===== config.mk =====
export PLATFORM = sky130hd
export DESIGN_NAME = serial_add_ctrl
export DESIGN_NICKNAME = d
export VERILOG_FILES = /design/src/rtl/serial_add_ctrl_pkg.sv /design/src/rtl/adder_2bit_ci.sv /design/src/rtl/full_adder.sv /design/src/rtl/serial_add_ctrl.sv
export SDC_FILE = /design/constraint.sdc
export NUM_CORES = 1
export LEC_CHECK = 0
export ABC_AREA = 1
export ABC_CLOCK_PERIOD_IN_PS = 1500
export BUFFER_PORTS_ARGS = -buffer_cell sky130_fd_sc_hd__buf_4
export CAP_MARGIN = 10
export CORE_AREA = 5 5 62 64
export CTS_BUF_LIST = sky130_fd_sc_hd__clkbuf_4
export CTS_CLUSTER_SIZE = 40
export DETAILED_ROUTE_END_ITERATION = 10
export DIE_AREA = 0 0 67 69
export PLACE_DENSITY = 0.76
export SETUP_SLACK_MARGIN = 0.05
export SLEW_MARGIN = 25
export SYNTH_ARGS = -nofsm -noshare
export SYNTH_HDL_FRONTEND = slang
export SYNTH_SLANG_ARGS = --single-unit

===== constraint.sdc =====
create_clock -name clk -period 1.5 [get_ports clk]
set_input_delay 0.3 -clock clk [delete_from_list [all_inputs] [get_ports clk]]
set_output_delay 0.3 -clock clk [all_outputs]
set_load 0.05 [all_outputs]

===== src/rtl/serial_add_ctrl_pkg.sv =====
// serial_add_ctrl_pkg: shared state encoding and operand-width legality check.
package serial_add_ctrl_pkg;
  typedef enum logic [1:0] {IDLE = 2'd0, RUN = 2'd1, DONE = 2'd2} state_e;
  function automatic bit width_ok(int w);
    return (w >= 2) && (w % 2 == 0);
  endfunction
endpackage


===== src/rtl/adder_2bit_ci.sv =====
// adder_2bit_ci: 2-bit ripple slice with carry-in, exposing the carry into bit 1.
module adder_2bit_ci (
  input  logic [1:0] a,
  input  logic [1:0] b,
  input  logic       c_in,
  output logic [1:0] sum,
  output logic       c_mid,
  output logic       c_out
);
  full_adder u_fa0 (.a(a[0]), .b(b[0]), .ci(c_in),  .s(sum[0]), .co(c_mid));
  full_adder u_fa1 (.a(a[1]), .b(b[1]), .ci(c_mid), .s(sum[1]), .co(c_out));
endmodule


===== src/rtl/full_adder.sv =====
// full_adder: one-bit full adder cell.
module full_adder (
  input  logic a,
  input  logic b,
  input  logic ci,
  output logic s,
  output logic co
);
  assign s  = a ^ b ^ ci;
  assign co = (a & b) | (ci & (a ^ b));
endmodule


===== src/rtl/serial_add_ctrl.sv =====
// serial_add_ctrl: adds two WIDTH-bit operands two bits per clock through one 2-bit slice.
module serial_add_ctrl
  import serial_add_ctrl_pkg::*;
#(
  parameter int WIDTH = 8
) (
  input  logic             clk,
  input  logic             reset,
  input  logic             start,
  input  logic [WIDTH-1:0] A,
  input  logic [WIDTH-1:0] B,
  output logic             busy,
  output logic             done,
  output logic [WIDTH-1:0] Sum_out,
  output logic             c_out,
  output logic             ovf
);
  localparam int SLICES = WIDTH / 2;
  localparam int CW = (SLICES > 1) ? $clog2(SLICES) : 1;
  if (!width_ok(WIDTH)) begin : g_bad_width
    $error("serial_add_ctrl: WIDTH must be even and >= 2");
  end
  state_e           state_q, state_d;
  logic [WIDTH-1:0] opa_q, opa_d, opb_q, opb_d, res_q, res_d, sum_q, sum_d;
  logic [CW-1:0]    cnt_q, cnt_d;
  logic             carry_q, carry_d, cout_q, cout_d, ovf_q, ovf_d;
  logic [1:0]       s_sum;
  logic             s_mid, s_cout, last;
  adder_2bit_ci u_slice (
    .a(opa_q[1:0]), .b(opb_q[1:0]), .c_in(carry_q),
    .sum(s_sum), .c_mid(s_mid), .c_out(s_cout)
  );
  assign last = cnt_q == CW'(SLICES - 1);
  always_comb begin
    state_d = state_q;
    opa_d   = opa_q;
    opb_d   = opb_q;
    res_d   = res_q;
    carry_d = carry_q;
    cnt_d   = cnt_q;
    sum_d   = sum_q;
    cout_d  = cout_q;
    ovf_d   = ovf_q;
    unique case (state_q)
      IDLE: if (start) begin
        state_d = RUN;
        opa_d   = A;
        opb_d   = B;
        carry_d = 1'b0;
        cnt_d   = '0;
      end
      RUN: begin
        opa_d   = opa_q >> 2;
        opb_d   = opb_q >> 2;
        // slice result enters from the top so the LSB slice ends at bit 0
        res_d   = WIDTH'({s_sum, res_q} >> 2);
        carry_d = s_cout;
        cnt_d   = cnt_q + CW'(1);
        if (last) begin
          state_d = DONE;
          sum_d   = res_d;
          cout_d  = s_cout;
          ovf_d   = s_cout ^ s_mid;
        end
      end
      DONE:    state_d = IDLE;
      default: state_d = IDLE;
    endcase
  end
  always_ff @(posedge clk) begin
    if (reset) begin
      state_q <= IDLE;
      opa_q   <= '0;
      opb_q   <= '0;
      res_q   <= '0;
      carry_q <= 1'b0;
      cnt_q   <= '0;
      sum_q   <= '0;
      cout_q  <= 1'b0;
      ovf_q   <= 1'b0;
    end else begin
      state_q <= state_d;
      opa_q   <= opa_d;
      opb_q   <= opb_d;
      res_q   <= res_d;
      carry_q <= carry_d;
      cnt_q   <= cnt_d;
      sum_q   <= sum_d;
      cout_q  <= cout_d;
      ovf_q   <= ovf_d;
    end
  end
  assign busy    = state_q != IDLE;
  assign done    = state_q == DONE;
  assign Sum_out = sum_q;
  assign c_out   = cout_q;
  assign ovf     = ovf_q;
endmodule


==> metrics.cfg <==
[logic_synthesis]
yosysUniqueCellTypes = 17
syn_nets = 242
synthCells = 220
ys_ff_latch = 37
ys_seq_area_frac = 0.469
ys_warn_count = 0
syn_area_sq_um = 1580
synth.avg_cell_area_sq_um = 7.18

[floorplanning]
rows = 21
start_util = 0.489
dieArea_sq_um = 4620
die_x_um = 67
io_pins = 31
coreArea_sq_um = 3230
die_h_um = 69

[drt]
wl_met3_um = 192
wl_met2_um = 1580
wl_um = 3360
wl_per_cell_um = 10.9
routed_via_density = 4.78
m1WireLength_um = 1530
ant_nets = 0
drc = 0
drtIter0Drc = 70
dr.pass1.iters = 4
via_count = 1472
top_layer = met4

[sta]
layout_min_cycle_time_ps = 1540
finalClockSkew_ps = 7.47
timing.hold.ws_ps = 208
final_max_slew_viol_count = 0
finalHoldViolCount = 0
tightest_slew_ps = 285
min_period_over_period = 1.02
setup_viol = 2
grt_setup_unrepaired = yes
fmax_ghz = 0.651
final.setup.worst_slack_ps = -36.4
slew_headroom = 0.810

[global_route]
grt_pass1_vias = 1333
antenna_found_initial = 0
grt_max_degree = 16
grt_pass1_wl_um = 5760
gr-usage-all-layers = 0.158
overflow = 0

[cells_and_area]
post-route-util = 0.613
finalInstanceArea_sq_um = 1980
layout-drive-gt1-share = 0.256
final_cell_mix = nor2_1 (45), buf_4 (42), nand2_1 (37)
nNetsFinal = 283
antenna_cells = 0
syn2layout_area_growth_pct = 25.5
layout_commonest_cell = nor2_1

[worst_setup_path]
cp-end-kind = flop
critPathMaxStageDelay_ps = 420
cp_top_family = adder cells
crit_path_cell_trace = inv_2, fa_2, inv_2, fa_1, o21ai_1, nor2_1
cp_common_cell = inv_2
crit_fanout = 2
crit_type = reg -> reg
crit_arrival_ps = 1780
worstRegToRegCells = 6
crit_cells = 6
critPathSlowestCell = fa_1
cp.required_ps = 1740
cp-start-kind = flop
critPathBufInv = 2

[worst_hold_path]
holdPathStages = 3
hold_path.class = in -> reg

[placed_design]
dp_slack_ps = -19.9
place_hpwl_um = 2420
gp_routability_congestion = 0.830
dpl_cell_area_sq_um = 1890
io_buffer_count = 30

[clocking]
cts_inserted_buffers = 5
cts_max_path_buffers = 2
htreeDepth = 2
cts_tree = built
clk_latency_ps = 340
cts_sinks = 37
cts_hold_buf = 0
cts.clk_slew.worst_paths_ps = 110
clock-root-buffer = clkbuf_4

[pwr]
cellLeakagePower_nw = 0.962
power_density_nw_per_um2 = 901
max-vdd-ir-drop_uv = 496
total_power_mw = 1.79

[job]
cap_violations = 0

[outcome]
status = finished with violations
violations = negative setup slack

-- final cells by class --
type	instances	area [sq um]
Inverter	25	93.8
Sequential cell	37	748
Clock buffer	5	37.5
Fill cell	322	1250
Multi-Input combinational cell	148	694
Clock inverter	3	12.5
Timing Repair Buffer	44	338
Tap cell	46	57.6
-- sequential cells by signal (all words and copies together), names as in the netlist --
signal and count:
c_out 1, res_q 6, state_q 2, opb_q 8, carry_q 1, ovf 1
cnt_q 2, Sum_out 8, opa_q 8
-- where the power goes --
| group | leakage [nW] | total, mW | switching [mW] | internal, mW |
|---|---|---|---|---|
| clock network | 0.0300 | 0.487 | 0.318 | 0.170 |
| registers | 0.304 | 1.05 | 0.0277 | 1.02 |
| logic | 0.628 | 0.246 | 0.137 | 0.109 |
| total | 0.962 | 1.79 | 0.482 | 1.30 |
-- worst register-to-register path, delay by kind of cell, from the launching register on --
kind / cells / cell delay (ps)
compound gates: 1 / 130
fa+ha+maj: 2 / 810
buf+inv: 2 / 110
flops: 1 / 350
simple gates: 1 / 40
-- worst paths after layout --
check | start | end | slack (ps)
worst max-delay path | carry_q | res_q[7] | -40
worst min-delay path | A[7] | opa_q[7] | 210
worst min register to register | cnt_q[0] | cnt_q[0] | 470
worst max register to register | carry_q | res_q[7] | -40
-- through the flow --
stage / setup TNS (ps) / std cells
floorplan: 0 / 220
global placement: 0 / 298
detailed placement: -19.9 / 298
CTS: -39.1 / 306
global route: -189 / 308
finish: -51.4 / 308
-- layer usage --
| metal | global-route usage | up-vias |
|---|---|---|
| li1 | - | 775 |
| met1 | 0.201 | 652 |
| met2 | 0.243 | 37 |
| met3 | 0.0390 | 8 |
| met4 | 0.0811 | 0 |
| met5 | 0 | - |
-- cell usage after synthesis --
library cell | count | share of area
nor2_2 | 2 | 0.0079
nand3_1 | 30 | 0.095
xnor2_1 | 1 | 0.0055
nand2_1 | 37 | 0.088
buf_4 | 4 | 0.019
nand2_2 | 2 | 0.0079
dfxtp_1 | 37 | 0.47
buf_6 | 1 | 0.0071
clkbuf_1 | 3 | 0.0071
o21ai_0 | 16 | 0.051
fa_1 | 2 | 0.025
inv_1 | 23 | 0.055
nor2_1 | 47 | 0.11
a21oi_1 | 10 | 0.032
ha_1 | 1 | 0.0079
buf_2 | 2 | 0.0063
inv_2 | 2 | 0.0048
-- what timing repair did --
action / 4_1_cts / 5_1_grt
setup endpoints to repair: 5 / 7
hold endpoints to repair: 0 / 0
pin swaps: 3 / 5
buffers inserted: 0 / 2
gates resized for setup: 4 / 7
-- cell families (layout without fill, tap and decap cells) --
| group | after synthesis | after routing | share of synthesized area |
|---|---|---|---|
| AO/OA/AOI/OAI | 26 | 26 | 0.0824 |
| XOR/XNOR | 1 | 1 | 0.00555 |
| adder cells (fa/ha/maj) | 3 | 3 | 0.0333 |
| buffers and inverters | 35 | 77 | 0.0990 |
| flip-flops | 37 | 37 | 0.469 |
| AND/OR/NAND/NOR | 118 | 118 | 0.311 |
Note: power is estimated with default switching activity, not from simulation.
